<file path="src/rtl/fetch_pkg.sv">
// Shared types and constants for the fetch controller.
// Optional misaligned-redirect trapping is enabled with FETCH_ALIGN_TRAP_EN.
package fetch_pkg;

    typedef enum logic [1:0] {
        ST_FETCH  = 2'd0,
        ST_STALL  = 2'd1,
        ST_DRAIN  = 2'd2,
        ST_HALTED = 2'd3
    } fetch_state_e;

    localparam logic [31:0] RESET_VECTOR_DEFAULT = 32'h0000_3000;
    localparam logic [31:0] TRAP_VECTOR_DEFAULT  = 32'h0000_3100;
    localparam logic [31:0] INSTR_BYTES          = 32'd4;

endpackage

</file>
<file path="src/rtl/next_pc_calc.sv">
// Combinational next-PC selection: sequential increment or taken-branch target.
// With FETCH_ALIGN_TRAP_EN a misaligned target becomes TRAP_VECTOR plus a trap flag.
module next_pc_calc
    import fetch_pkg::*;
#(
    parameter logic [31:0] RESET_VECTOR = RESET_VECTOR_DEFAULT
`ifdef FETCH_ALIGN_TRAP_EN
    , parameter logic [31:0] TRAP_VECTOR = TRAP_VECTOR_DEFAULT
`endif
) (
    input  logic [31:0] pc,
    input  logic        redirect,
    input  logic [31:0] br_pc,
    input  logic [31:0] immediate_value,
    output logic [31:0] next_pc,
    output logic        trap_flag
);

    logic [31:0] seq_pc;
    logic [31:0] target;
    logic [31:0] redirect_pc;

    always_comb begin
        // The adders wrap naturally modulo 2^32.
        seq_pc = pc + INSTR_BYTES;
        target = br_pc + immediate_value;
`ifdef FETCH_ALIGN_TRAP_EN
        trap_flag   = redirect && (target[1:0] != 2'b00);
        redirect_pc = (target[1:0] != 2'b00) ? TRAP_VECTOR : target;
`else
        trap_flag   = 1'b0;
        redirect_pc = target & ~(INSTR_BYTES - 32'd1);
`endif
        next_pc = redirect ? redirect_pc : seq_pc;
    end

endmodule

</file>
<file path="src/rtl/fetch_controller.sv">
// PC sequencing and single-outstanding instruction fetch with decode backpressure.
// Optional macro FETCH_ALIGN_TRAP_EN redirects misaligned branch targets to TRAP_VECTOR.
module fetch_controller
    import fetch_pkg::*;
#(
    parameter logic [31:0] RESET_VECTOR = RESET_VECTOR_DEFAULT
`ifdef FETCH_ALIGN_TRAP_EN
    , parameter logic [31:0] TRAP_VECTOR = TRAP_VECTOR_DEFAULT
`endif
) (
    input  logic        clk,
    input  logic        rst,
    output logic        imem_req,
    output logic [31:0] imem_addr,
    input  logic        imem_ack,
    input  logic [31:0] imem_rdata,
    output logic        instr_valid,
    output logic [31:0] instr,
    output logic [31:0] instr_pc,
    input  logic        instr_ready,
    input  logic        br_valid,
    input  logic        zero,
    input  logic [31:0] br_pc,
    input  logic [31:0] immediate_value,
    input  logic        halt,
    output logic        halted,
    output logic        trap,
    output logic [1:0]  dbg_state
);

    // Handshakes: a fetch completes in any cycle with imem_req && imem_ack, and
    // imem_req/imem_addr stay stable until then; an instruction transfers to
    // decode in any cycle with instr_valid && instr_ready.
    fetch_state_e state, state_nxt;

    logic [31:0] pc;
    logic [31:0] drain_addr;
    logic        skid_valid;
    logic [31:0] skid_instr;
    logic [31:0] skid_pc;

    logic        redirect;
    logic        accept;
    logic        pop;
    logic        slot_free;
    logic        fetch_ok;
    logic [31:0] next_pc;
    logic        trap_flag;

    assign redirect  = br_valid && zero;
    assign pop       = instr_valid && instr_ready;
    assign slot_free = !instr_valid || instr_ready;
    assign accept    = (state == ST_FETCH) && imem_ack && !redirect;
    assign fetch_ok  = slot_free && !skid_valid;

    assign imem_req  = rst && ((state == ST_FETCH) || (state == ST_DRAIN));
    assign imem_addr = (state == ST_DRAIN) ? drain_addr : pc;
    assign halted    = (state == ST_HALTED);
    assign dbg_state = state;

    next_pc_calc #(
        .RESET_VECTOR   (RESET_VECTOR)
`ifdef FETCH_ALIGN_TRAP_EN
        , .TRAP_VECTOR  (TRAP_VECTOR)
`endif
    ) u_next_pc (
        .pc              (pc),
        .redirect        (redirect),
        .br_pc           (br_pc),
        .immediate_value (immediate_value),
        .next_pc         (next_pc),
        .trap_flag       (trap_flag)
    );

    always_comb begin
        state_nxt = state;
        case (state)
            ST_FETCH: begin
                if (imem_ack) begin
                    if (halt)
                        state_nxt = ST_HALTED;
                    else if (redirect || slot_free)
                        state_nxt = ST_FETCH;
                    else
                        state_nxt = ST_STALL;
                end else if (redirect) begin
                    state_nxt = ST_DRAIN;
                end
            end
            ST_STALL: begin
                if (halt)
                    state_nxt = ST_HALTED;
                else if (redirect || instr_ready)
                    state_nxt = ST_FETCH;
            end
            ST_DRAIN: begin
                if (imem_ack)
                    state_nxt = halt ? ST_HALTED : ST_FETCH;
            end
            ST_HALTED: begin
                if (!halt)
                    state_nxt = fetch_ok ? ST_FETCH : ST_STALL;
            end
            default: state_nxt = ST_FETCH;
        endcase
    end

    // A word acked while decode is blocked lands in the skid entry, so the
    // in-flight fetch is never lost; FETCH is only entered with the skid empty.
    always_ff @(posedge clk or negedge rst) begin
        if (!rst) begin
            state       <= ST_FETCH;
            pc          <= RESET_VECTOR;
            drain_addr  <= RESET_VECTOR;
            instr_valid <= 1'b0;
            instr       <= 32'h0;
            instr_pc    <= 32'h0;
            skid_valid  <= 1'b0;
            skid_instr  <= 32'h0;
            skid_pc     <= 32'h0;
            trap        <= 1'b0;
        end else begin
            state <= state_nxt;
            trap  <= trap_flag;
            if (redirect || accept)
                pc <= next_pc;
            if ((state == ST_FETCH) && !imem_ack && redirect)
                drain_addr <= pc;

            if (redirect && (state != ST_HALTED)) begin
                instr_valid <= 1'b0;
                skid_valid  <= 1'b0;
            end else if (pop) begin
                if (skid_valid) begin
                    instr      <= skid_instr;
                    instr_pc   <= skid_pc;
                    skid_valid <= 1'b0;
                end else if (accept) begin
                    instr    <= imem_rdata;
                    instr_pc <= pc;
                end else begin
                    instr_valid <= 1'b0;
                end
            end else if (accept) begin
                if (!instr_valid) begin
                    instr       <= imem_rdata;
                    instr_pc    <= pc;
                    instr_valid <= 1'b1;
                end else begin
                    skid_instr <= imem_rdata;
                    skid_pc    <= pc;
                    skid_valid <= 1'b1;
                end
            end
        end
    end

endmodule
</file>
<file path="config.mk">
export PLATFORM = sky130hd
export DESIGN_NAME = fetch_controller
export DESIGN_NICKNAME = d
export VERILOG_FILES = /design/src/rtl/fetch_pkg.sv /design/src/rtl/next_pc_calc.sv /design/src/rtl/fetch_controller.sv
export SDC_FILE = /design/constraint.sdc
export NUM_CORES = 1
export LEC_CHECK = 0
export CORE_MARGIN = 1
export CORE_UTILIZATION = 56
export DETAILED_ROUTE_END_ITERATION = 7
export PLACE_DENSITY = 0.95
export SYNTH_ARGS = -nofsm -noshare
export SYNTH_HDL_FRONTEND = slang
export SYNTH_SLANG_ARGS = --single-unit
</file>
<file path="constraint.sdc">
create_clock -name clk -period 4.7 [get_ports clk]
set_input_delay 0.705 -clock clk [delete_from_list [all_inputs] [get_ports clk]]
set_output_delay 0.705 -clock clk [all_outputs]
set_load 0.1 [all_outputs]
</file>
==> metrics.txt <==
core area=17200 sq um; worst skew pair latency=0.42 ns; Synth Area per Inst=10.8 sq um; HPWL after DPL=around 16 mm; post-layout util=0.724; DR pass1 iterations=5; Die Wd=135 um; Remaining Overflow, GRT=0; Clk pin slew, worst setup/hold paths=0.06 ns; Setup crit start=dbg_state[0]; GRT Resource Usage Total=0.259; Startpoint Class=flip-flop; vias per inst=5.61; multi-input combinational cell area=4890 sq um; antenna diode count=0; #FFs+latches synth=188; largest net degree at the start of global routing=125; setup TNS=0 ns; number of enable flip-flop cells after synthesis=0; max_cap viols=0; Top FF cell, synth=dfrtp_1; min cycle time layout=3.42 ns; Place WS=1.26 ns; final worst slack=1.28 ns; fin nets=around 1200; postcts setup bufs=0; detailed-route wire length=around 23 mm; fmax=293 MHz; Port Buf Inserts=about 200; clk sink count=approximately 190; root buffer cell=clkbuf_16; antenna violations before repair=0; worst hold path class=input pin to asynchronous set/reset pin; Mapped Area=9850 sq um; GP Congestion=around 0.83; Area growth syn-to-layout=26.7%; Critical Path RT=3.99 ns; CTS tree=done; post-synth cell types=55; setup slack, reg-to-reg=~1.7 ns; crit-path max FO=20; die height=approximately 130 um; CTS buffer count=17; Slew HR=0.259; Layout Skew=0.00899 ns; Worst Tran Pin Value=~1.1 ns; I/O Pins=approximately 200; ys async rst share=1.00; final hold vios=0; die area=18100 sq um; busiest layer in global routing=met2; WP data arrival=2.71 ns; setup repair after global routing missed its margin=false; number of global-route vias before repair=between 7000 and 8000; period utilization=0.727; GRT met2 Usage=0.426; sequential area share after synthesis=0.478; Yosys warning total=0; layout cells sized above 1=0.191; synthesized instance count=roughly 910; first-pass GRT wire length=37.0 mm; met3 usage=0.0439; DRC errors left=0; FF+latch area=4710 sq um; M1 GR Usage=0.348; row cnt=48; crit path kind=flip-flop to primary output; hold buffers post-CTS=0; Worst setup EP type=primary output; via count=around 7400; max-slew violation count=0; clock buffer depth=2; reg2reg path depth=8; Fin Hold WS=0.253 ns; PostCTS Resize Cnt=0; worst reg2reg path startpoint=dbg_state[1]; Setup-failing EPs final=0; ANT nets after route=0; Routed WL per cell=17.1 um; Initial Utilization=0.571; initial DRC count=350; outcome=completed; htree depth=4; fillers=1193
routing by layer:
metal / vias up / part of all wire
met5: - / 0
met4: 0 / 0.016
met3: 25 / 0.043
met2: 223 / 0.49
met1: 3609 / 0.45
li1: 3530 / -
final timing paths:
kind	to
setup / recovery	imem_addr[20]
hold / removal	skid_instr[16]
setup reg to reg	instr[21]
hold reg to reg	instr_pc[12]
max in group asynchronous	instr_pc[28]
min in group clk	instr_pc[12]
sequential cells by signal (all words and copies together) (netlist names):
name / flops
instr_valid: 1
dbg_state: 2
skid_valid: 1
drain_addr: 30
instr_pc: 30
instr: 32
pc: 30
skid_instr: 32
skid_pc: 30
layout by cell type (no fill, tap or decap), types with 5 or more instances in the layout:
cell type        count
clkdlybuf4s50_1    167
nand3_1             12
inv_1               12
nand2_1            120
mux2i_1             63
nor2_1              26
xor2_1              21
ha_1                35
mux2_2             116
clkbuf_16           17
a21o_1              16
o21ai_0            101
conb_1               5
clkbuf_8             8
nor3_1               5
nand4_1             12
a21oi_1             27
xnor2_1             32
dfrtp_1            184
buf_4               40
stage by stage:
step	area, sq um	std cells
final	12500	1317
after detailed placement	11900	1287
after global placement	11900	1287
after floorplan	9860	912
after CTS	12500	1317
after global routing	12500	1317
critical path, cell delays in order (launching register included):
cell and delay (ns):
dfrtp_1 0.41, inv_1 0.12, ha_1 0.70, buf_4 0.41
mux2_2 0.40, buf_4 0.24
cells by family after synthesis:
kind of cell / synth area share
compound gates: 0.114
simple gates: 0.0904
fa+ha+maj: 0.0445
mux: 0.197
flops: 0.478
xor+xnor: 0.0471
buf+inv: 0.0292
other cells: 0.000381
area by class of cell:
cell class                      instances  share of cell area
Clock buffer                           26              0.0424
Timing Repair Buffer                  208               0.159
Inverter                               12             0.00361
Clock inverter                          4             0.00241
Tap cell                              225              0.0226
Sequential cell                       188               0.377
Multi-Input combinational cell        654               0.392
Yosys cell counts (all sizes together), types with 3 or more instances:
cell | instances | area, sq um
a211oi | 3 | 27.5
a21o | 16 | 120
a21oi | 30 | 176
a31o | 4 | 43.8
a31oi | 4 | 25.0
and2 | 4 | 25.0
and3 | 4 | 25.0
and4 | 3 | 26.3
buf | 15 | 81.3
clkbuf | 43 | 161
dfrtp | 184 | 4600
dfstp | 4 | 105
ha | 35 | 438
inv | 12 | 45.0
mux2 | 116 | 1310
mux2i | 63 | 631
nand2 | 121 | 454
nand3 | 13 | 65.1
nand4 | 12 | 75.1
nor2 | 27 | 101
nor2b | 3 | 18.8
nor3 | 5 | 25.0
nor4 | 3 | 33.8
o21ai | 104 | 528
o22ai | 4 | 25.0
xnor2 | 32 | 280
xor2 | 21 | 184
Power is left out: the tool's default activity adds up to more than one toggle a clock period on the data nets, which glitch-free logic cannot reach.
